### config.mk
export PLATFORM = sky130hd
export DESIGN_NAME = if_id_queue
export DESIGN_NICKNAME = d
export VERILOG_FILES = /design/src/rtl/rv32_pkg.sv /design/src/rtl/sync_fifo_ctrl.sv /design/src/rtl/if_id_queue.sv
export SDC_FILE = /design/constraint.sdc
export NUM_CORES = 1
export LEC_CHECK = 0
export BUFFER_PORTS_ARGS = -buffer_cell sky130_fd_sc_hd__buf_2
export CAP_MARGIN = 40
export CORE_UTILIZATION = 50
export DETAILED_ROUTE_END_ITERATION = 8
export GPL_ROUTABILITY_DRIVEN = 0
export GPL_TIMING_DRIVEN = 0
export PLACE_DENSITY = 0.76
export SETUP_SLACK_MARGIN = 0.4
export SYNTH_ARGS = -nofsm -noshare
export SYNTH_HDL_FRONTEND = slang
export SYNTH_SLANG_ARGS = --single-unit
### constraint.sdc
create_clock -name clk -period 11.75 [get_ports clk]
set_clock_uncertainty 0.1 [all_clocks]
set_input_delay 2.35 -clock clk [delete_from_list [all_inputs] [get_ports clk]]
set_output_delay 2.35 -clock clk [all_outputs]
set_load 0.01 [all_outputs]
### src/rtl/rv32_pkg.sv
// rtl/rv32_pkg.sv - shared rv32 pipeline widths, constants and the fetch beat type
package rv32_pkg;

    localparam int XLEN = 32;

    localparam logic [XLEN-1:0] NOP_INSTR = 32'h00000013;

    typedef struct packed {
        logic [XLEN-1:0] pc;
        logic [XLEN-1:0] pc_nxt;
        logic [XLEN-1:0] instr;
    } fetch_beat_t;

endpackage

### src/rtl/sync_fifo_ctrl.sv
// rtl/sync_fifo_ctrl.sv - pointer, occupancy and flush bookkeeping for a DEPTH-entry queue
module sync_fifo_ctrl #(
    parameter int DEPTH = 2,
    parameter int CNT_W = $clog2(DEPTH) + 1,
    parameter int PTR_W = $clog2(DEPTH)
) (
    input  logic             clk,
    input  logic             rst,
    input  logic             flush,
    input  logic             in_valid,
    input  logic             out_ready,
    output logic             in_ready,
    output logic             out_valid,
    output logic             push,
    output logic             pop,
    output logic [PTR_W-1:0] wr_ptr,
    output logic [PTR_W-1:0] rd_ptr,
    output logic [CNT_W-1:0] count
);

    // Handshake flags come only from registered count, so there is no
    // combinational path from out_ready to in_ready.
    assign in_ready  = (count != CNT_W'(DEPTH));
    assign out_valid = (count != '0);
    assign push      = in_valid & in_ready & ~flush;
    assign pop       = out_valid & out_ready & ~flush;

    always_ff @(posedge clk) begin
        if (rst || flush) begin
            wr_ptr <= '0;
            rd_ptr <= '0;
            count  <= '0;
        end else begin
            if (push) begin
                wr_ptr <= wr_ptr + PTR_W'(1);
            end
            if (pop) begin
                rd_ptr <= rd_ptr + PTR_W'(1);
            end
            if (push && !pop) begin
                count <= count + CNT_W'(1);
            end else if (pop && !push) begin
                count <= count - CNT_W'(1);
            end
        end
    end

endmodule

### src/rtl/if_id_queue.sv
// rtl/if_id_queue.sv - fetch-to-decode decoupling queue with branch flush
module if_id_queue
    import rv32_pkg::*;
#(
    parameter int XLEN  = rv32_pkg::XLEN,
    parameter int DEPTH = 2,
    parameter int CNT_W = $clog2(DEPTH) + 1
) (
    input  logic             clk,
    input  logic             rst,
    input  logic             in_valid,
    output logic             in_ready,
    input  logic [XLEN-1:0]  in_pc,
    input  logic [XLEN-1:0]  in_pc_nxt,
    input  logic [XLEN-1:0]  in_instr,
    output logic             out_valid,
    input  logic             out_ready,
    output logic [XLEN-1:0]  out_pc,
    output logic [XLEN-1:0]  out_pc_nxt,
    output logic [XLEN-1:0]  out_instr,
    input  logic             flush,
    output logic [CNT_W-1:0] count
);

    localparam int PTR_W = $clog2(DEPTH);

    logic             push;
    logic             pop;
    logic [PTR_W-1:0] wr_ptr;
    logic [PTR_W-1:0] rd_ptr;
    fetch_beat_t      mem [DEPTH];
    fetch_beat_t      head;

    sync_fifo_ctrl #(
        .DEPTH (DEPTH),
        .CNT_W (CNT_W),
        .PTR_W (PTR_W)
    ) u_ctrl (
        .clk       (clk),
        .rst       (rst),
        .flush     (flush),
        .in_valid  (in_valid),
        .out_ready (out_ready),
        .in_ready  (in_ready),
        .out_valid (out_valid),
        .push      (push),
        .pop       (pop),
        .wr_ptr    (wr_ptr),
        .rd_ptr    (rd_ptr),
        .count     (count)
    );

    // Entries are not reset; stale contents are hidden by masking the head below.
    always_ff @(posedge clk) begin
        if (push) begin
            mem[wr_ptr] <= '{pc: in_pc, pc_nxt: in_pc_nxt, instr: in_instr};
        end
    end

    assign head       = mem[rd_ptr];
    assign out_pc     = out_valid ? head.pc     : '0;
    assign out_pc_nxt = out_valid ? head.pc_nxt : '0;
    assign out_instr  = out_valid ? head.instr  : '0;

endmodule

======== Yosys cells after proc, flatten, opt, wreduce, memory -nomap -nowiden ========
Memories as Yosys holds them, arrays and structs flattened. A register that Yosys moved wholly into a read port is not among the register bits.
Cells that the tools add are included.
word-level totals
  register bits after elaboration ......... 4
  bits in writable memories ............... 192
  memories kept ........................... 1
  input bits .............................. 101
  output and inout port bits .............. 100
operators by class
  multiplexer cells ....................... 9
  bitwise operators ....................... 5
  equality and inequality tests ........... 1
  $add $sub $neg .......................... 4
  reductions and logical operators ........ 7
memories
  name  words  bits a word  rd ports  clocked after memory_dff  wr ports  RTL line           text
  mem   2      96           1         1                         1         if_id_queue.sv:31  fetch_beat_t mem [DEPTH];
operator list
  cell                                                                 count
  32-bit two-way mux                                                   3
  1-bit AND                                                            4
  1-bit two-way mux                                                    4
  2-bit two-way mux                                                    2
  2-bit nonzero test                                                   2
  1-bit adder (second input constant)                                  2
  2-bit by 1-bit adder with 2-bit output (second input constant)       1
  1-bit logical AND                                                    2
  1-bit logical NOT                                                    2
  2-bit inequality test (second input constant)                        1
  2-bit by 1-bit subtractor with 2-bit output (second input constant)  1
  1-bit logical OR                                                     1
  1-bit NOT                                                            1

======== Logic depth before layout (Yosys ltp) ========
  word-level depth ........................ 7
  depth in mapped cells ................... 8
  mapped depth without buffers ............ 8

======== By module ========
Synthesis repeated with hierarchy kept, for this count alone.
second synthesis, totals
  cell total of the unflattened synthesis .. 432
  area, all modules ....................... 7,723.7 um^2
by module, submodules not included
  module          seq. area each (um^2)  times used  cells each  area an instance (um^2)
  if_id_queue     5,765.5                1           407         7,518.5
  sync_fifo_ctrl  80.1                   1           25          205.2

======== Worst setup path after synthesis ========
No wires, ideal clock.
  path kind ............................... input -> register
  from .................................... input in_valid
  to ...................................... memory mem[1][0] in the netlist's numbering, enable pin
  stages .................................. 2
  path slack .............................. 1.574 ns
  arrival ................................. 9.386 ns
  required time ........................... 10.960 ns
  library setup time ...................... 0.690 ns
  buffers on the path ..................... 0
  path through ............................ nand2_1 nor3b_1
between the ends
  longest elaborated chain between the ends .. 4
RTL lines
  what                                     RTL line              text
  from (decl)                              if_id_queue.sv:11     input logic in_valid,
  1-bit AND (2 in a row)                   sync_fifo_ctrl.sv:25  assign push = in_valid & in_ready & ~flush;
  1-bit two-way mux                        if_id_queue.sv:55     if (push) begin
  1-bit two-way mux (not written as such)  if_id_queue.sv:56     mem[wr_ptr] <= '{pc: in_pc, pc_nxt: in_pc_nxt, instr: in_instr};
  to (decl)                                if_id_queue.sv:31
No other way between the ends.

======== Worst setup path after layout ========
  from .................................... register u_ctrl.count[0]
  to ...................................... output out_instr[22]
between the ends
  longest elaborated chain between the ends .. 2
RTL lines
  what                    RTL line              text
  from (decl)             sync_fifo_ctrl.sv:18  output logic [CNT_W-1:0] count
  from (signal assigned)  sync_fifo_ctrl.sv:41  count <= count + CNT_W'(1);
  from (signal assigned)  sync_fifo_ctrl.sv:43  count <= count - CNT_W'(1);
  2-bit nonzero test      sync_fifo_ctrl.sv:24  assign out_valid = (count != '0);
  32-bit two-way mux      if_id_queue.sv:63     assign out_instr = out_valid ? head.instr : '0;
  to (decl)               if_id_queue.sv:20     output logic [XLEN-1:0] out_instr,
No other way between the ends.

==> flow_summary.toml <==
[clock_tree]
cts_root_buffer = "sky130_fd_sc_hd__clkbuf_16"
max-clock-path-buffers = 2
post_cts_buffers = 0
post_cts_resize_count = 0
clock_pin_slew_reported_for_the_worst_setup_and_hold_paths_after_clock_tree_synthesis_ns = 0.07
clock-sinks = 197
tritoncts = "built"
cts-hold-fix-buffers = 0
h-tree-depth = 4
number_of_buffers_inserted_during_clock_tree_synthesis = 17
clk_latency_ns = 0.42

[drt]
vias_per_cell = 4.986
antenna_violating_nets_post_route = 0
first_pass_iters = 4
drc = 0
detailedRoute.firstIterationViolations = 162
via_count = 4338
drt_wl_total_um = 14130
wire_per_inst_um = 16.24

[worst_setup_path]
critical_path_startpoint = "u_ctrl.count[0]"
crit_path_max_fanout = 10
crit_path_end_kind = "primary output"
path_class = "register to primary output"
worst_ep_required_time_ns = 9.30
reg2reg_from = "u_ctrl.count[0]"
critical_path_arrival_ns = 1.97
worst_setup_path_start_kind = "register"

[synth]
synth_enable_flop_cells = 192
area_leader_netlist = "sky130_fd_sc_hd__edfxtp_1"
yosys-top-cells-area = "sky130_fd_sc_hd__edfxtp_1, sky130_fd_sc_hd__mux2i_1, sky130_fd_sc_hd__nor2_1, sky130_fd_sc_hd__dfxtp_1, sky130_fd_sc_hd__buf_4"
number_of_storage_elements_in_the_synthesis_netlist = 197
syn_nets = 537
ys_types = 21
synth_top_cell_area_share = 0.7706
synth_most_common_cell = "sky130_fd_sc_hd__edfxtp_1"
synthesis.instances = 435
synth.yosys.seq_area_share = 0.7839
syn_area_per_cell_um2 = 17.20
synth.top_cells.by_count = "sky130_fd_sc_hd__edfxtp_1, sky130_fd_sc_hd__nor2_1, sky130_fd_sc_hd__mux2i_1, sky130_fd_sc_hd__buf_4"
ys_flop_type = "sky130_fd_sc_hd__edfxtp_1"
ys_warn_count = 0
syn_area_um2 = 7482
ys_async_sr_fraction = 0

[finish]
layout_overhead_on_the_synthesized_area_pct = 26.14
antenna_cells = 0
post_route_cells_drive_above_1_share = 0.3921
layout.nets = 775
multiInputGateArea_um2 = 1464
ff_latch_area_um2 = 5866
fillcell_total = 1051

[grt]
number_of_global_route_vias_before_repair = 4533
grt_first_pass_wirelength_um = 22400
grt.total_usage = 0.1883
grt-ovfl-total = 0
pin_count_of_the_biggest_net_entering_global_routing = 17
grt_antenna_before_repair = 1

[die]
height_of_the_die_um = 124.3
floorplan.die.width_um = 124.3
core.rowCount = 44
floorplan.die_area_um2 = 15460
floorplan.initialDensity = 0.5129
pin_count = 201
core-area_um2 = 14590

[timing]
fin_crit_sh = 0.3765
relSlewSlack = 0.5598
finalSetupViolCount = 0
finalWorstPathRequiredPeriod_ns = 4.424
timing.final.hold_violations = 0
fin_worst_hold_slack_ns = 0.4100
finalSetupTns_ns = 0
maxSlewViolCount = 0
timing.fmax_mhz = 226.1
max_slew.worst_pin.slew_ns = 0.6574
grt_setup_unrepaired = "false"

[placement]
post-dp-hpwl_um = 10270
io_buffers = 200

[status]
status = "finished, final reports clean"

[flow_run]
number_of_max_cap_violations = 0

[worst_hold_path]
timing.hold.worst.start = "u_ctrl.rd_ptr"
hold_path.class = "register to register"

[pwr]
p_per_area_nw_per_um2 = 154.4
leakagePower_nw = 3.591
irDropWorstVdd_mv = 0.09475
[critical path: stages (launching register included)]
cell and delay [ns]:
sky130_fd_sc_hd__dfxtp_1 0.38, sky130_fd_sc_hd__nor2_2 0.40, sky130_fd_sc_hd__buf_2 0.34, sky130_fd_sc_hd__buf_4 0.22, sky130_fd_sc_hd__nor2_1 0.07, sky130_fd_sc_hd__buf_2 0.14
[path summary, 6_finish.rpt]
| check | to | slack, ns | cells after the start |
|---|---|---|---|
| worst min-delay path | register | 0.41 | 2 |
| worst max-delay path | out_instr[22] | 7.33 | 5 |
| worst min register to register | register | 0.41 | 2 |
| worst max register to register | mem[1][15] | 9.23 | 7 |
[layout make-up]
type                    instances  share of cell area
flip-flops and latches        197              0.6215
multi-input cells             214              0.1551
repair buffers                219              0.1220
clock buffers                  19             0.04587
well taps                     184             0.02439
plain buffers                  21             0.01604
clock inverters                13             0.01392
inverters                       3            0.001193
[kinds of logic (layout without fill, tap and decap cells)]
kind of cell,Yosys count,in the layout,share of synthesized area
flip-flops,197,197,0.7839
multiplexers,96,96,0.1284
AND/OR/NAND/NOR,109,109,0.05736
AO/OA/AOI/OAI,5,5,0.003344
adder cells (fa/ha/maj),1,1,0.001672
buffers and inverters,24,275,0.02174
XOR/XNOR,3,3,0.003512
[stage by stage]
stage            util  std cells  setup slack, ns  total power, mW  instance area (µm²)
2_1_floorplan       -        435            1.574           0.8700                 7482
3_3_place_gp   0.5973        819           -1.949           0.9184                 8713
3_5_place_dp   0.6077        837            7.328           0.9200                 8866
4_1_cts        0.6464        869            7.259            1.468                 9430
5_1_grt        0.6469        870            7.197            1.503                 9438
6_report       0.6469        870            7.326            1.457                 9438
[layout by cell type, fill, tap and decap left out]
| master | instances |
|---|---|
| sky130_fd_sc_hd__a21oi_1 | 2 |
| sky130_fd_sc_hd__buf_2 | 204 |
| sky130_fd_sc_hd__buf_4 | 25 |
| sky130_fd_sc_hd__buf_6 | 7 |
| sky130_fd_sc_hd__bufinv_16 | 2 |
| sky130_fd_sc_hd__clkbuf_1 | 6 |
| sky130_fd_sc_hd__clkbuf_16 | 17 |
| sky130_fd_sc_hd__clkinv_1 | 3 |
| sky130_fd_sc_hd__clkinv_2 | 2 |
| sky130_fd_sc_hd__clkinv_4 | 2 |
| sky130_fd_sc_hd__clkinvlp_4 | 2 |
| sky130_fd_sc_hd__dfxtp_1 | 5 |
| sky130_fd_sc_hd__edfxtp_1 | 192 |
| sky130_fd_sc_hd__ha_1 | 1 |
| sky130_fd_sc_hd__inv_1 | 2 |
| sky130_fd_sc_hd__inv_2 | 1 |
| sky130_fd_sc_hd__inv_6 | 2 |
| sky130_fd_sc_hd__mux2i_1 | 96 |
| sky130_fd_sc_hd__nand2_1 | 1 |
| sky130_fd_sc_hd__nor2_1 | 100 |
| sky130_fd_sc_hd__nor2_2 | 1 |
| sky130_fd_sc_hd__nor2b_1 | 1 |
| sky130_fd_sc_hd__nor3_2 | 1 |
| sky130_fd_sc_hd__nor3b_2 | 1 |
| sky130_fd_sc_hd__o21ai_0 | 3 |
| sky130_fd_sc_hd__or2_2 | 2 |
| sky130_fd_sc_hd__or3_1 | 2 |
| sky130_fd_sc_hd__xor2_1 | 3 |
[power by group]
group / leakage [nW] / internal, mW / switching (mW) / total (mW)
clock network: 0.270 / 0.313 / 0.240 / 0.553
logic: 1.52 / 0.0434 / 0.0600 / 0.103
registers: 1.80 / 0.795 / 0.00541 / 0.800
total: 3.59 / 1.15 / 0.306 / 1.46
[state kept, by name, summed over array words and instances (netlist names), named ones only]
register / count
u_ctrl.count: 2
u_ctrl.rd_ptr: 1
mem: 192
u_ctrl.wr_ptr: 1
[metal layers]
metal,vias to the layer above,global-route usage,share of wire
met5,-,0,0
met3,14,0.06357,0.072
met1,2088,0.2233,0.41
met2,152,0.3195,0.51
met4,0,0.06591,0.012
li1,2084,-,-
No activity file was read; power rests on OpenSTA's default activity.
